### config.mk
export PLATFORM = sky130hd
export DESIGN_NAME = dual_rail_checker_2bit
export DESIGN_NICKNAME = d
export VERILOG_FILES = /design/src/rtl/dual_rail_checker_2bit.sv
export SDC_FILE = /design/constraint.sdc
export NUM_CORES = 1
export LEC_CHECK = 0
export CORE_MARGIN = 3
export CORE_UTILIZATION = 44
export CTS_BUF_LIST = sky130_fd_sc_hd__clkbuf_4
export CTS_CLUSTER_SIZE = 30
export DETAILED_ROUTE_END_ITERATION = 10
export PLACE_DENSITY = 0.78
export SLEW_MARGIN = 20
export SYNTH_ARGS = -nofsm -noshare
export SYNTH_HDL_FRONTEND = slang
export SYNTH_SLANG_ARGS = --single-unit
### constraint.sdc
create_clock -name clk -period 2.3 [get_ports clk]
set_clock_uncertainty 0.2 [all_clocks]
set_input_delay 0.46 -clock clk [delete_from_list [all_inputs] [get_ports clk]]
set_output_delay 0.46 -clock clk [all_outputs]
set_load 0.02 [all_outputs]
### src/rtl/dual_rail_checker_2bit.sv
// Receive side of the 2-bit complementary-pair link: checks each codeword,
// buffers decoded data in a 2-entry FIFO and tracks errors / fault lockout.
module dual_rail_checker_2bit #(
  parameter int unsigned CNT_W        = 8,
  parameter int unsigned FAULT_THRESH = 3
) (
  input  logic             clk,
  input  logic             rst_n,
  input  logic             in_valid,
  input  logic [3:0]       in_word,
  output logic             in_ready,
  output logic             out_valid,
  output logic [1:0]       out_data,
  input  logic             out_ready,
  input  logic             clr_err,
  output logic             err_flag,
  output logic [CNT_W-1:0] err_count,
  output logic [3:0]       last_bad,
  output logic             fault
);

  localparam int unsigned DEPTH    = 2;
  localparam int unsigned CONSEC_W = 4;
  localparam int unsigned DATA_W   = 2;

  typedef enum logic {RUN, FAULT} state_t;

  state_t                state_q, state_d;
  logic [CONSEC_W-1:0]   consec_q, consec_d;
  logic                  err_flag_q, err_flag_d;
  logic [CNT_W-1:0]      err_count_q, err_count_d;
  logic [3:0]            last_bad_q, last_bad_d;

  logic [DATA_W-1:0]     mem_q [DEPTH];
  logic                  rd_ptr_q, rd_ptr_d;
  logic                  wr_ptr_q, wr_ptr_d;
  logic [1:0]            count_q, count_d;

  logic                  accept;
  logic                  word_ok;
  logic                  push;
  logic                  pop;
  logic [CONSEC_W-1:0]   consec_inc;

  assign word_ok    = (in_word[3:2] == ~in_word[1:0]);
  assign in_ready   = (state_q == RUN) && (count_q < 2'(DEPTH));
  assign accept     = in_valid && in_ready;
  assign push       = accept && word_ok;
  assign pop        = out_valid && out_ready;
  assign consec_inc = (consec_q == CONSEC_W'(FAULT_THRESH)) ? consec_q : consec_q + CONSEC_W'(1);

  assign out_valid  = (count_q != 2'd0);
  assign out_data   = mem_q[rd_ptr_q];
  assign err_flag   = err_flag_q;
  assign err_count  = err_count_q;
  assign last_bad   = last_bad_q;
  assign fault      = (state_q == FAULT);

  // State and error bookkeeping; a clear overrides any error recorded this cycle.
  always_comb begin
    state_d     = state_q;
    consec_d    = consec_q;
    err_flag_d  = err_flag_q;
    err_count_d = err_count_q;
    last_bad_d  = last_bad_q;
    if (push) begin
      consec_d = '0;
    end else if (accept) begin
      err_flag_d = 1'b1;
      last_bad_d = in_word;
      consec_d   = consec_inc;
      if (err_count_q != {CNT_W{1'b1}}) err_count_d = err_count_q + CNT_W'(1);
      if (consec_inc == CONSEC_W'(FAULT_THRESH)) state_d = FAULT;
    end
    if (clr_err) begin
      state_d     = RUN;
      consec_d    = '0;
      err_flag_d  = 1'b0;
      err_count_d = '0;
      last_bad_d  = '0;
    end
  end

  // FIFO pointer and occupancy update.
  always_comb begin
    rd_ptr_d = rd_ptr_q;
    wr_ptr_d = wr_ptr_q;
    count_d  = count_q;
    if (pop)  rd_ptr_d = ~rd_ptr_q;
    if (push) wr_ptr_d = ~wr_ptr_q;
    if (push && !pop)      count_d = count_q + 2'd1;
    else if (pop && !push) count_d = count_q - 2'd1;
  end

  always_ff @(posedge clk or negedge rst_n) begin
    if (!rst_n) begin
      state_q     <= RUN;
      consec_q    <= '0;
      err_flag_q  <= 1'b0;
      err_count_q <= '0;
      last_bad_q  <= '0;
      rd_ptr_q    <= 1'b0;
      wr_ptr_q    <= 1'b0;
      count_q     <= 2'd0;
      mem_q[0]    <= '0;
      mem_q[1]    <= '0;
    end else begin
      state_q     <= state_d;
      consec_q    <= consec_d;
      err_flag_q  <= err_flag_d;
      err_count_q <= err_count_d;
      last_bad_q  <= last_bad_d;
      rd_ptr_q    <= rd_ptr_d;
      wr_ptr_q    <= wr_ptr_d;
      count_q     <= count_d;
      if (push) mem_q[wr_ptr_q] <= in_word[3:2];
    end
  end

endmodule

=== After elaboration in Yosys (flattened, before gate mapping) ===
Cells that the tools add are included.

* Bits in registers: 26
* Logic and storage cells: 73
* Input bits: 9
* Output and inout bits: 18

* Multiplexer cells: 26
* Bitwise operators: 6
* Reductions and logical operators: 18
* Equality and inequality tests: 5
* $lt $le $gt $ge: 4
* Add/subtract/negate cells: 4

{| class="wikitable"
|+ Operator list
! cell !! count
|-
| 8-bit 2-to-1 mux || 4
|-
| 4-bit 2-to-1 mux || 7
|-
| 2-bit 2-to-1 mux || 6
|-
| 2-bit nonzero test || 5
|-
| 8-bit by 1-bit adder with 8-bit output (second input constant) || 1
|-
| 4-bit by 2-bit == test with 1-bit output (second input constant) || 2
|-
| 8-bit inequality test (second input constant) || 1
|-
| 1-bit logical AND || 7
|-
| 1-bit 2-to-1 mux || 7
|-
| 3-bit AND reduction || 2
|-
| 4-bit by 1-bit adder with 4-bit output (second input constant) || 1
|-
| 4-bit bitwise mux || 1
|-
| 2-bit greater-or-equal comparator (second input constant) || 2
|-
| 1-bit NOT with 2-bit output || 2
|-
| 1-bit NOT || 3
|-
| 3-bit nonzero test || 1
|-
| 2-bit by 1-bit adder with 2-bit output (second input constant) || 1
|-
| 2-bit demux with 1-bit select || 1
|-
| 2-bit == test || 1
|-
| 1-bit logical NOT || 2
|-
| 2-bit by 1-bit less-than comparator with 1-bit output (second input constant) || 1
|-
| 2-bit less-than comparator (second input constant) || 1
|-
| 2-bit inequality test (second input constant) || 1
|-
| 2-bit NOT || 1
|-
| other kinds (2) || 2
|}

=== Depth between registers and ports, before layout ===
Gate-level depths: netlist of run 1.

* Depth after elaboration: 8
* Mapped depth: 8
* Gate-level depth less buffers: 7

=== Worst setup path before layout of run 1 ===
Ideal clock, no wire load.

* Path kind: register -> register
* Start: reg state_q (netlist: fault)
* End: reg mem_q[0] (netlist bit)
* Data required time: 1975 ps
* Slack: 263 ps
* Data arrival time: 1712 ps
* Path buffers: 0
* Stages on the path, launching flop included: 5
* Period minus slack after synthesis: 2037 ps
* Setup time: 125 ps
* Cell sequence: dfrtp_1 -> nor2_1 -> nand2_1 -> or3_4 -> mux2_4

* Word-level cells in the longest chain between the ends: 4

{| class="wikitable"
|+ Ends and longest elaborated chain
! element !! line !! source
|-
| start: declaration || 28 || <nowiki>state_t state_q, state_d;</nowiki>
|-
| start signal: assignment || 108 || <nowiki>state_q <= state_d;</nowiki>
|-
| 1-bit NOT || 46 || <nowiki>assign in_ready = (state_q == RUN) && (count_q < 2'(DEPTH));</nowiki>
|-
| 1-bit logical AND || 46 ||
|-
| named net in_ready || 11 || <nowiki>output logic in_ready,</nowiki>
|-
| 1-bit logical AND || 47 || <nowiki>assign accept = in_valid && in_ready;</nowiki>
|-
| 1-bit logical AND || 48 || <nowiki>assign push = accept && word_ok;</nowiki>
|-
| end signal: indexed assignment || 116 || <nowiki>if (push) mem_q[wr_ptr_q] <= in_word[3:2];</nowiki>
|-
| end: declaration || 34 || <nowiki>logic [DATA_W-1:0] mem_q [DEPTH];</nowiki>
|}

The timed path passes the listed nets, and every way through them passes these cells.
A chain may end at the register's enable or synchronous reset.

=== Worst setup path in the final report of run 1 ===
* Start: reg state_q (netlist: fault)
* End: out in_ready

* Word-level cells in the longest chain between the ends: 2

{| class="wikitable"
|+ Ends and longest elaborated chain
! element !! line
|-
| 1-bit NOT || 46
|-
| 1-bit logical AND || 46
|-
| end: declaration || 11
|}

No other way between the ends.

==> metrics.txt, run 1 <==
status=completed; gr usage total=0.1858; Mapped Area=~1300 um^2; #FFs+latches synth=26; worst slew pin tran=about 0.44 ns; die height=around 61 um; Final nets=between 150 and 200; period utilisation layout=0.9563; Lkg Pwr=~0.76 nW; drt via density=between 5 and 6; relative slew slack=0.7089; HPWL after DPL=2192 um; dominant cell type by area after synthesis=dfrtp_1; DRC marker count from the first detailed-route iteration=97; crit-path max FO=4; Final min period=approximately 2.2 ns; clk sink count=26; I/O pin count=27; Placer Congestion=0.7940; Post-Syn Nets=roughly 140; Yosys top cell area share=0.4864; final worst setup slack=0.1005 ns; largest net degree at the start of global routing=27; Placeable Area=approximately 2800 um^2; Clk pin slew, worst setup/hold paths=0.14 ns; setup TNS=0 ns; Core Rows=19; yosys warns=0; WL per Instance=14.44 um; die width=slightly above 60 um; Critical Path Start Type=flop; post-synthesis cell type count=37; switching share of power=0.3239; Hold Crit Class=input port to async pin; CTS tree=yes; crit-path cells=nor2_1 -> clkdlybuf4s50_1; ant diodes=0; part of the power in registers=0.422; Cells after Synth=130; max-cap violations=0; Syn Area/Cell=around 10 um^2; final setup fails=0; Largest stage delay, worst path=roughly 0.63 ns; post-CTS setup buffers=0; critical path buffer and inverter count=1; combinational fraction of design power=0.370; Crit path max-delay family=buffers and inverters; Power Internal=0.001024 W; number of global-route vias before repair=1,140; Area growth syn-to-layout=31.15%; VDD IR max=around 0.64 mV; CP Class=flop to output port; H-tree levels=1; layout cells sized above 1=0.1548; die area=3737 um^2; gr ovfl total=0; Peak Freq=between 0.4 and 0.5 GHz; Clk pwr share=0.208; wire length of the first global-routing pass=just over 5000 um; CP arrival=roughly 1.5 ns; Pwr Density=between 800 and 900 nW/um^2; Slew Limit Fails=0; net switching power figure=0.0004905 W; Skew-Pair Late Insertion Delay=between 0.3 and 0.4 ns; Vias=about 1,100; unrepaired setup endpoints after global routing=false; synth top area cells=dfrtp_1 (49%), a21oi_1 (3.7%), mux2i_1 (3.7%); CP Data Required Time=1.64 ns; Antenna Violating Nets Remaining=0; starting density of the core=0.4728; Seq/Total Area, Yosys=0.4864; Final Hold Vio Count=0; DRC=0; critical path capture point type=output port; port bufs=26; Crit-path slowest cell=clkdlybuf4s50_1; drt first pass iters=4; Clock Tree Buf Depth=2; pre-CTS setup slack=-0.1545 ns; CTS Buf Count=3; initial antenna violation count=0; Clock Root Buffer=clkbuf_4; fin util=0.6201; Routed Wire Length=approximately 2900 um
Yosys cell counts (all sizes together):
cell type / count
and3: 1
nand3: 6
dfrtp: 26
o21bai: 1
xor2: 2
or2: 2
nor2b: 2
inv: 4
mux2i: 5
or4: 5
ha: 3
nor2: 9
nor4b: 1
or4b: 1
a21oi: 10
and4: 1
o311a: 1
buf: 3
nand2b: 1
nand4: 2
nor3b: 1
o21ai: 8
xnor2: 5
or3: 4
nor3: 1
clkbuf: 2
and2: 1
o31ai: 3
mux2: 6
o41ai: 2
a31oi: 1
nand2: 10
layer usage:
metal  vias to the layer above  track usage  routed length, um
li1                        549            -                  -
met1                       535       0.2347               1290
met2                        34       0.3233               1387
met3                         5      0.02096                145
met4                         0      0.07430                 50
met5                         -            0                  0
state kept, by name, indices dropped and copies added (netlist names):
name       flops
err_count      8
fault          1
last_bad       4
count_q        2
mem_q          4
rd_ptr_q       1
wr_ptr_q       1
err_flag       1
consec_q       4
worst paths after layout:
| kind | start | end | slack (ns) | cells past startpoint |
|---|---|---|---|---|
| max | fault | in_ready | 0.10 | 2 |
| min | rst_n | err_count[3] | 0.28 | 2 |
| max reg2reg | consec_q[0] | consec_q[1] | 0.25 | 5 |
| min reg2reg | count_q[0] | count_q[0] | 0.32 | 1 |
| max in group asynchronous | rst_n | rd_ptr_q | 1.36 | 2 |
| min in group clk | count_q[0] | count_q[0] | 0.32 | 1 |
cells by family (layout without fill, tap and decap cells):
logic type / Yosys count / after routing / share of synthesized area
XOR/XNOR: 7 / 7 / 0.04584
multiplexers: 11 / 11 / 0.09355
AO/OA/AOI/OAI: 26 / 26 / 0.1151
buffers and inverters: 9 / 47 / 0.03274
flip-flops: 26 / 26 / 0.4864
adder cells (fa/ha/maj): 3 / 3 / 0.02807
AND/OR/NAND/NOR: 48 / 48 / 0.1983
placed cells by master, fill, tap and decap left out, types with 3 or more instances in the layout:
master and n:
or3_1 3, mux2i_1 5, a21oi_1 10, o31ai_1 3
mux2_2 4, nand3_1 6, nor2_1 9, nand2_1 10
ha_1 3, clkbuf_4 3, clkdlybuf4s50_1 23, dlygate4sd2_1 3
buf_4 13, inv_1 4, or4_1 5, dfrtp_1 26
o21ai_0 7, xnor2_1 5
stage by stage:
step	hold WS [ns]	power, W	cells	cell area, um^2
2_1_floorplan	-0.03559	0.0009879	130	1338
3_3_place_gp	0.2867	0.001223	195	1705
3_5_place_dp	0.2976	0.001234	195	1705
4_1_cts	0.2866	0.001528	199	1754
5_1_grt	0.2889	0.001607	199	1754
6_report	0.2757	0.001514	199	1754
power groups by stage:
| stage | registers (W) | clock network (W) | logic [W] |
|---|---|---|---|
| 3_5_place_dp | 0.000645 | 0 | 0.000589 |
| 5_1_grt | 0.000655 | 0.000334 | 0.000618 |
| 2_1_floorplan | 0.000648 | 0 | 0.000340 |
| 6_report | 0.000638 | 0.000315 | 0.000561 |
| 3_3_place_gp | 0.000640 | 0 | 0.000582 |
| 4_1_cts | 0.000638 | 0.000323 | 0.000567 |
layout make-up:
| class | instances | area [um^2] |
|---|---|---|
| inverters | 4 | 15.01 |
| clock inverters | 1 | 30.03 |
| flip-flops and latches | 26 | 650.6 |
| repair buffers | 39 | 354.1 |
| well taps | 31 | 38.79 |
| multi-input cells | 95 | 643.1 |
| clock buffers | 3 | 22.52 |
| fillers | 254 | 1075 |
timing repair:
action	CTS	global route
gates resized for setup	3	0
hold buffers	0	0
endpoints found under the setup margin	3	0
Note: power is estimated with default switching activity, not from simulation.
==> run 2, diff against run 1 <==
- HOLD_SLACK_MARGIN: unset -> 0.1
==> results of run 2 <==
Same layout as run 1: the final DEF is identical, and so are final timing and power.
==> run 3, diff against run 2 <==
- CORE_ASPECT_RATIO: unset -> 2
==> metrics.txt, run 3 (same netlist as run 1, synthesis figures left out) <==
unrepaired setup endpoints after global routing=false; largest net degree at the start of global routing=27 (unchanged); CTS Buf Count=3 (unchanged); Worst R2R Start=consec_q[0]; Final nets=180 (-0.55%); Vias=1,126 (+0.27%); relative slew slack=0.7168 (+0.007924); critical path capture point type=output port; ant diodes=0 (unchanged); HPWL after DPL=2313 um (+5.5%); gr usage total=0.1774 (-0.008376); Placeable Area=2838 um^2 (+0.31%); Crit Reg-Reg Endpoint=consec_q[1]; DRC marker count from the first detailed-route iteration=23 (-76%); setup TNS=0 ns (unchanged); Final Hold Vio Count=0 (unchanged); Routed Wire Length=2967 um (+3.3%); Design Power=0.001405 W (-7.2%); Lkg Pwr=0.7539 nW (-1.3%); Antenna Violating Nets Remaining=0 (unchanged); final setup fails=0 (unchanged); commonest non-fill, non-tap cells in the layout=dfrtp_1 (26), clkdlybuf4s50_1 (23), buf_4 (11); Hold Crit Class=input port to async pin; crit-path cells=nor2_1 -> clkdlybuf4s50_1; Pwr Density=811.3 nW/um^2 (-6.0%); Clk pin slew, worst setup/hold paths=0.13 ns (about the same); met3 Resource Use GR=0.01512 (-0.005846); Core Rows=27 (+8); drt via density=5.774 (+2.3%); Placer Congestion=0.8315 (+4.7%); hold slack=0.2787 ns (+0.002983 ns); DRC=0 (unchanged); die width=44.99 um (-26%); Crit path max-delay family=buffers and inverters; max-cap violations=0 (unchanged); post-CTS sizing=3 (unchanged); VDD IR max=0.5550 mV (-13%); reg2reg path depth=5 (unchanged); CP arrival=1.55 ns (about the same); GR Util met2=0.2997 (-0.02352); Final min period=2.212 ns (+0.01208 ns); number of global-route vias before repair=1,144 (+0.35%); Area growth syn-to-layout=29.47%; pre-CTS setup slack=-0.2151 ns (-0.06059 ns); post-CTS setup buffers=0 (unchanged); CTS tree=yes; fin util=0.6102 (-0.009851); period utilisation layout=0.9615 (+0.005251); most used routing layer=met2; CP Class=flop to output port; I/O pin count=27 (unchanged); critical path buffer and inverter count=1 (unchanged); Critical Path Start Type=flop; wire length of the first global-routing pass=5057 um (-1.5%); Skew-Pair Late Insertion Delay=0.33 ns (about the same); met1 usage=0.1962 (-0.03851); crit-path max FO=4 (unchanged); port bufs=26 (unchanged); CP Data Required Time=1.64 ns (about the same); commonest non-fill, non-tap cell in the layout=dfrtp_1; Crit-path slowest cell=clkdlybuf4s50_1; CTS Hold Buffers Added=0 (unchanged); die height=83.97 um (+37%); reg2reg setup slack=0.25 ns (about the same); Largest stage delay, worst path=0.62 ns (about the same); max reg flops=8 (unchanged); worst slew pin tran=0.4233 ns (-0.01184 ns); gr ovfl total=0 (unchanged); Clock Root Buffer=clkbuf_4; clk sink count=26 (unchanged); drt first pass iters=4 (unchanged); Clock Tree Buf Depth=2 (unchanged); H-tree levels=1 (unchanged); WL per Instance=15.22 um (+5.4%); Slew Limit Fails=0 (unchanged); starting density of the core=0.4713 (-0.001459); Peak Freq=0.4522 GHz (-0.55%); layout cells sized above 1=0.1506 (-0.004159); initial antenna violation count=0 (unchanged); die area=3777 um^2 (+1.1%); Layout fillers=246 (-3.1%); status=completed; final worst setup slack=0.08844 ns (-0.01208 ns)
run 3: per-layer routing:
| layer | vias up | wire length (um) |
|---|---|---|
| met5 | - | 0 |
| met4 | 0 | 98 |
| met3 | 6 | 124 |
| met2 | 32 | 1589 |
| met1 | 545 | 1154 |
| li1 | 543 | - |
run 3: power by group:
group	total, W	switching (W)	leakage [nW]	internal, W
sequential	0.000638	0.0000833	0.344	0.000554
combinational	0.000575	0.000273	0.397	0.000302
clock	0.000192	0.000131	0.0138	0.0000616
total	0.00140	0.000487	0.754	0.000918
run 3: area by class of cell:
cell class,count,area (um^2),area share
clock buffer,3,22.52,0.01301
inverter,4,15.01,0.008671
multi-input combinational,95,648.1,0.3743
sequential,26,650.6,0.3757
tap,29,36.28,0.02095
timing repair buffer,38,359.1,0.2074
run 3: worst max path at each step:
stage / startpoint / endpoint / depth (start not counted)
final: fault / in_ready / 2
after detailed placement: in_valid / err_count[3] / 6
after global routing: fault / in_ready / 2
after CTS: fault / in_ready / 2
after floorplan: fault / mem_q[0] / 4
after global placement: in_valid / consec_q[1] / 6
run 3: per-stage QoR:
step,area (um^2),instances
global route,1732,195
CTS,1727,195
floorplan,1338,130
detailed placement,1708,192
finish,1732,195
global placement,1708,192
